===== config.mk =====
export PLATFORM = sky130hd
export DESIGN_NAME = nemesis_snd_out
export DESIGN_NICKNAME = d
export VERILOG_FILES = /design/src/rtl/nemesis_snd_out.sv
export SDC_FILE = /design/constraint.sdc
export NUM_CORES = 1
export LEC_CHECK = 0
export ABC_AREA = 1
export BUFFER_PORTS_ARGS = -buffer_cell sky130_fd_sc_hd__buf_2
export CORE_AREA = 3 3 171 173
export DETAILED_ROUTE_END_ITERATION = 10
export DIE_AREA = 0 0 174 176
export PLACE_DENSITY_LB_ADDON = 0.05
export SLEW_MARGIN = 30
export SYNTH_ARGS = -nofsm -noshare
export SYNTH_HDL_FRONTEND = slang
export SYNTH_SLANG_ARGS = --single-unit

===== constraint.sdc =====
create_clock -name i_clk -period 4.8 [get_ports i_clk]
set_clock_uncertainty 0.15 [all_clocks]
set_input_delay 0.48 -clock i_clk [delete_from_list [all_inputs] [get_ports i_clk]]
set_output_delay 0.48 -clock i_clk [all_outputs]
set_load 0.1 [all_outputs]

===== src/rtl/nemesis_snd_out.sv =====
`default_nettype none
// ============================================================================
//  Module      : nemesis_snd_out
//  Description : Nemesis audio output stage. Removes the unsigned offset from
//                the mixer output, low-passes it with a first-order IIR
//                (board RC model), boxcar-decimates by DECIM and applies a
//                click-free soft mute / fade-in gain ramp.
//  Revision    : 1.0 - initial release
// ============================================================================
module nemesis_snd_out #(
  parameter int WI    = 16,
  parameter int SHIFT = 3,
  parameter int DECIM = 64
) (
  input  logic          i_clk,
  input  logic          i_rst,
  input  logic          i_cen,
  input  logic [WI-1:0] i_sound,
  input  logic          i_mute,
  output logic          o_sample,
  output logic [WI-1:0] o_snd,
  output logic [7:0]    o_gain
);

  localparam int L  = $clog2(DECIM);
  localparam int SW = WI + SHIFT + 1;   // IIR state width, holds y * 2^SHIFT
  localparam int AW = WI + L;           // block accumulator width
  localparam int PW = WI + 8;           // avg x gain product width

  localparam logic [L-1:0] c_CNT_LAST = L'(DECIM - 1);
  localparam logic [7:0]   c_GAIN_MAX = 8'd128;

  logic signed [SW-1:0] r_s;
  logic signed [AW-1:0] r_acc;
  logic        [L-1:0]  r_cnt;
  logic signed [WI-1:0] r_avg;
  logic                 r_pend;
  logic                 r_sample;
  logic        [WI-1:0] r_snd;
  logic        [7:0]    r_gain;

  logic signed [WI-1:0] w_x;
  logic signed [WI-1:0] w_y;
  logic signed [SW-1:0] w_s_next;
  logic signed [AW-1:0] w_acc_sum;
  logic signed [WI-1:0] w_avg_next;
  logic                 w_wrap;
  logic signed [PW-1:0] w_avg_x;
  logic signed [PW-1:0] w_gain_x;
  logic signed [PW-1:0] w_prod;
  logic        [WI-1:0] w_snd_next;
  logic        [7:0]    w_gain_next;

  // Offset removal: flipping the MSB is the same as subtracting 0x8000.
  assign w_x = {~i_sound[WI-1], i_sound[WI-2:0]};

  // Filter output. The state is bounded to the WI-bit range scaled by
  // 2^SHIFT, so the shifted value always fits back into WI bits.
  assign w_y      = WI'(r_s >>> SHIFT);
  assign w_s_next = r_s + {{(SW-WI){w_x[WI-1]}}, w_x} - {{(SW-WI){w_y[WI-1]}}, w_y};

  // Decimator works on the pre-update filter output.
  assign w_acc_sum  = r_acc + {{L{w_y[WI-1]}}, w_y};
  assign w_avg_next = WI'(w_acc_sum >>> L);
  assign w_wrap     = i_cen && (r_cnt == c_CNT_LAST);

  // Gain is at most 128, so the 24-bit product never overflows and the
  // shifted result never exceeds the avg range.
  assign w_avg_x    = {{(PW-WI){r_avg[WI-1]}}, r_avg};
  assign w_gain_x   = {{(PW-8){1'b0}}, r_gain};
  assign w_prod     = w_avg_x * w_gain_x;
  assign w_snd_next = WI'(w_prod >>> 7);

  // Ramp one step toward the mute target; saturates at 0 and 128.
  always_comb begin
    w_gain_next = r_gain;
    if (i_mute) begin
      if (r_gain != 8'd0) w_gain_next = r_gain - 8'd1;
    end else if (r_gain < c_GAIN_MAX) begin
      w_gain_next = r_gain + 8'd1;
    end
  end

  // IIR low-pass state update on each input sample.
  always_ff @(posedge i_clk) begin
    if (i_rst) begin
      r_s <= '0;
    end else if (i_cen) begin
      r_s <= w_s_next;
    end
  end

  // Boxcar accumulate DECIM filter outputs and latch their floored mean.
  always_ff @(posedge i_clk) begin
    if (i_rst) begin
      r_acc <= '0;
      r_cnt <= '0;
      r_avg <= '0;
    end else if (i_cen) begin
      if (r_cnt == c_CNT_LAST) begin
        r_avg <= w_avg_next;
        r_acc <= '0;
        r_cnt <= '0;
      end else begin
        r_acc <= w_acc_sum;
        r_cnt <= r_cnt + L'(1);
      end
    end
  end

  // Pending lasts one cycle after a block closes; that cycle emits the
  // scaled sample with the old gain and steps the gain for the next one.
  always_ff @(posedge i_clk) begin
    if (i_rst) begin
      r_pend   <= 1'b0;
      r_sample <= 1'b0;
      r_snd    <= '0;
      r_gain   <= 8'd0;
    end else begin
      r_pend   <= w_wrap;
      r_sample <= r_pend;
      if (r_pend) begin
        r_snd  <= w_snd_next;
        r_gain <= w_gain_next;
      end
    end
  end

  assign o_sample = r_sample;
  assign o_snd    = r_snd;
  assign o_gain   = r_gain;

endmodule
`default_nettype wire

# After elaboration in Yosys (flattened, before gate mapping)
# Index checks and enable logic that the tools add are counted.
# W data, S select, Z words.
op_classes:
  add_sub_neg: 6
  multipliers: 1
  n_lt_le_gt_ge: 1
  n_eq_ne: 2
  mux: 5
  bitwise: 1
  n_reduce_logical: 5
ops:
  columns: ["op", "count"]
  rows:
  - ["$mux W8", 3]
  - ["$mul A16 B9 Y23", 1]
  - ["$add A22 B22 Y22", 1]
  - ["$mux W22", 1]
  - ["$add A20 B20 Y20", 1]
  - ["$sub A20 B20 Y20", 1]
  - ["$add A8 B1 Y8 const B", 1]
  - ["$lt A8 B8 Y1 const B", 1]
  - ["$reduce_bool A8 Y1", 1]
  - ["$sub A8 B1 Y8 const B", 1]
  - ["$add A6 B1 Y6 const B", 1]
  - ["$eq A6 B6 Y1 const B", 1]
  - ["$mux W6", 1]
  - ["$reduce_and A3 Y1", 1]
  - ["$ne A2 B1 Y1 const B", 1]
  - ["$reduce_and A2 Y1", 1]
  - ["$reduce_bool A2 Y1", 1]
  - ["$logic_and A1 B1 Y1", 1]
  - ["$not A1 Y1", 1]
totals:
  ff_bits: 90
  inputBits: 20
  out_inout_bits: 25
  elab_cells: 29

# Longest topological paths before layout
logic_depth:
  depth_word: 3
  mapped_depth: 24
  ltp_nobuf: 22

# Worst setup path before layout
# Ideal clock, no wire load.
synth_timing:
  path_kind: "register to register"
  startpoint: "register r_gain[2], in the netlist o_gain[2]"
  endpoint: "register r_snd[3], in the netlist o_snd[3]"
  setup_time_ns: 0.110
  arrival_ns: 5.018
  required_ns: 4.540
  path_slack_ns: -0.478
  stages_incl_launch_ff: 21
  path_buffers: 2
  period_less_slack_ns: 5.278
  path_cell_list: "dfxtp_1 > buf_2 > clkbuf_1 > nand2_1 > fa_1 > inv_1 > fa_1 > inv_1 > fa_1 > fa_1 > inv_1 > ha_1 > a21oi_1 > o21ai_0 > inv_1 > nand2_2 > or2_2 > nand3_1 > nand2_1 > nand2_1 > inv_1"
synth_between:
  elab_chain_cells: 1
synth_rtl:
  columns: ["element", "line_no", "text"]
  rows:
  - ["start, declared", "40", "logic [7:0] r_gain;"]
  - ["start signal, assigned", "124", "r_gain <= w_gain_next;"]
  - ["$mul A16 B9 Y23", "71", "assign w_prod = w_avg_x * w_gain_x;"]
  - ["end signal, assigned", "123", "r_snd <= w_snd_next;"]
  - ["end, declared", "39", "logic [WI-1:0] r_snd;"]
# No other way between the ends.
# A chain may end at the register's enable or synchronous reset.

# Worst setup path after layout
layout_timing:
  startpoint: "register r_gain[2], in the netlist o_gain[2]"
  endpoint: "register r_snd[6], in the netlist o_snd[6]"
# Same word-level chain as after synthesis.

==> metrics.csv <==
metric,value,unit
layout cells sized above 1,9.06,%
initial antenna violation count,0,
Routed wire per std cell,14.9,um
number of synthesized register bits,89,
Clock Sinks,89,
pin count of the biggest net entering global routing,48,
Filler Cell Count,3036,
Worst-Margin Slew,916,ps
Gate Count Post-Synth,1617,
Power Density,374,nW/um^2
IO buf count,44,
vias in the first global route,9794,
CTS root buffer,clkbuf_16,
Peak Freq,0.219,GHz
Worst EP arrival,4680,ps
ys flop type,dfxtp_1,
Clock power frac,16.5,%
IO Count,45,
# setup viols final,0,
H-Tree Depth,3,
clock latency on the worst-skew pair,370,ps
r2r setup slk,230,ps
critical setup path kind,reg -> reg,
area share of the largest cell type after synthesis,21.0,%
std cell rows,61,
Fin Hold WS,321,ps
WP data required,4910,ps
max cap viols,0,
Tcrit/Tclk final,95.2,%
Flop pwr share,21.8,%
Yosys warnings,0,
part of the power in combinational logic,61.7,%
DRC viols,0,
Layout area overhead,10.5,%
Routed WL,30400,um
number of flops mapped to enable cells by yosys,0,
post-synth top area cell,fa_1,
via count,9805,
register area share after synthesis,16.1,%
routability cong.,0.876,
crit-path max FO,15,
final core utilization,43.9,%
DR iter-0 viols,493,
Hold Path Class,reg -> reg,
cell-internal power,2.25,mW
setup TNS,0,ps
CP startpoint kind,register,
Psw,2.31,mW
Slew HR,38.5,%
synth top area cells,"fa_1, dfxtp_1, inv_1",
CTS buffer count,9,
Die Wd,174,um
Top Usage Layer GRT,met2,
P_leak,6.93,nW
Commonest cells post-synth,"inv_1, nand2_1, a21oi_1",
Mapped Nets,1841,
detailed placement HPWL,24800,um
Worst Setup End Kind,register,
Synth cell types,50,
overall global routing resource usage,20.6,%
gr ovfl total,0,
met1 Usage GRT,31.4,%
asr flop ratio synth,0,%
Slew Limit Fails,0,
met3 usage,2.22,%
unrepaired setup endpoints after global routing,yes,
Clock transition at path regs,70,ps
nets@finish,1875,
Die H,176,um
Final Hold Viols,0,
Post-Syn Area per Cell,6.83,um^2
hold buffer count at cts,0,
final antenna-violating net count,0,
1st-pass router iterations,5,
Final min period,4570,ps
Antenna Cells,0,
die footprint,30600,um^2
Starting Density,39.7,%
CTS Buffer Depth,2,
core area,27800,um^2
status,"finished, final reports clean",
CTS tree,yes,
"Worst Setup Slack, final",229,ps
switch share,50.7,%
first-pass GRT wire length,51200,um
top-count cell post-synth,inv_1,
pre-CTS WS,76.1,ps
met2 Track Usage GR,32.0,%
Peak supply drop,0.366,mV
post-synthesis cell area,11000,um^2
vias per cell,4.82,
-- path summary, 6_finish.rpt --
kind                   from  endpoint  cells after the start
setup reg to reg  o_gain[2]  o_snd[6]                     19
hold / removal     r_acc[8]  r_acc[8]                      2
setup / recovery  o_gain[2]  o_snd[6]                     19
hold reg to reg    r_acc[8]  r_acc[8]                      2
-- sequential cells by signal, indices dropped and copies added, names as in the netlist --
name / flops
r_s: 19
r_acc: 22
o_snd: 16
r_avg: 16
o_sample: 1
r_pend: 1
o_gain: 8
r_cnt: 6
-- per-layer routing --
metal  wire [um]  up-vias
li1            -     5007
met3         977       20
met2       12900      157
met1       16200     4621
met5           0        -
met4         299        0
-- final cells by class --
cell class | count | area [um^2] | share of cell area (%)
Inverter | 388 | 1460 | 11.9
Sequential cell | 89 | 1820 | 14.9
Timing Repair Buffer | 77 | 522 | 4.28
Clock buffer | 9 | 225 | 1.85
Clock inverter | 7 | 77.6 | 0.636
Tap cell | 378 | 473 | 3.88
Multi-Input combinational cell | 1086 | 7630 | 62.5
-- timing repair --
item | CTS | global route
endpoints found under the setup margin | 0 | 10
gates resized for setup | 0 | 26
buffers inserted | 0 | 2
-- worst max-delay path, cell delays in order, from the launching register on --
cell	delay, ps
dfxtp_4	390
buf_12	160
nand2_1	90
fa_1	560
inv_1	70
fa_1	470
fa_1	490
inv_1	60
fa_1	560
inv_1	50
ha_1	350
nand2_1	110
nor2_1	260
nand2_1	100
nand2_1	110
nor2_1	60
a21oi_1	110
o21ai_0	170
nand2_1	100
inv_1	40
-- per-stage QoR --
stage | std cells | cell area, um^2 | power (mW)
after floorplan | 1617 | 11100 | 3.09
after detailed placement | 2016 | 11800 | 3.79
after CTS | 2032 | 12100 | 4.58
after global routing | 2034 | 12200 | 5.06
after global placement | 2016 | 11800 | 3.78
final | 2034 | 12200 | 4.56
-- cells in the final DEF, fill, tap and decap left out, types with 7 or more instances in the layout --
cell         n
a21oi_1    125
fa_1       115
clkbuf_16    9
nand3_1     80
xnor2_1      7
or2_1        7
buf_4       28
dfxtp_1     73
nor3_1      10
inv_1      381
o21ai_0     57
buf_2       44
nand3b_1    11
nand2_2     11
o21ai_1     10
ha_1        85
xor2_1      23
nand4_1     18
nor2_1     101
nand2_1    371
dfxtp_2     10
-- power groups by stage --
| stage | sequential [mW] | combinational (mW) | clock [mW] |
|---|---|---|---|
| 2_1_floorplan | 0.951 | 2.14 | 0 |
| 3_3_place_gp | 1.01 | 2.77 | 0 |
| 3_5_place_dp | 1.01 | 2.78 | 0 |
| 4_1_cts | 0.994 | 2.80 | 0.777 |
| 5_1_grt | 1.01 | 3.25 | 0.804 |
| 6_report | 0.993 | 2.81 | 0.754 |
-- kinds of logic (layout without fill, tap and decap cells) --
| kind of cell | count (synthesis) | after routing | share of synthesized area [%] |
|---|---|---|---|
| xor+xnor | 30 | 30 | 2.38 |
| fa+ha+maj | 204 | 204 | 31.0 |
| flops | 89 | 89 | 16.1 |
| simple gates | 626 | 626 | 24.1 |
| buf+inv | 442 | 481 | 15.3 |
| compound gates | 226 | 226 | 11.1 |
Note: power is estimated with default switching activity, not from simulation.
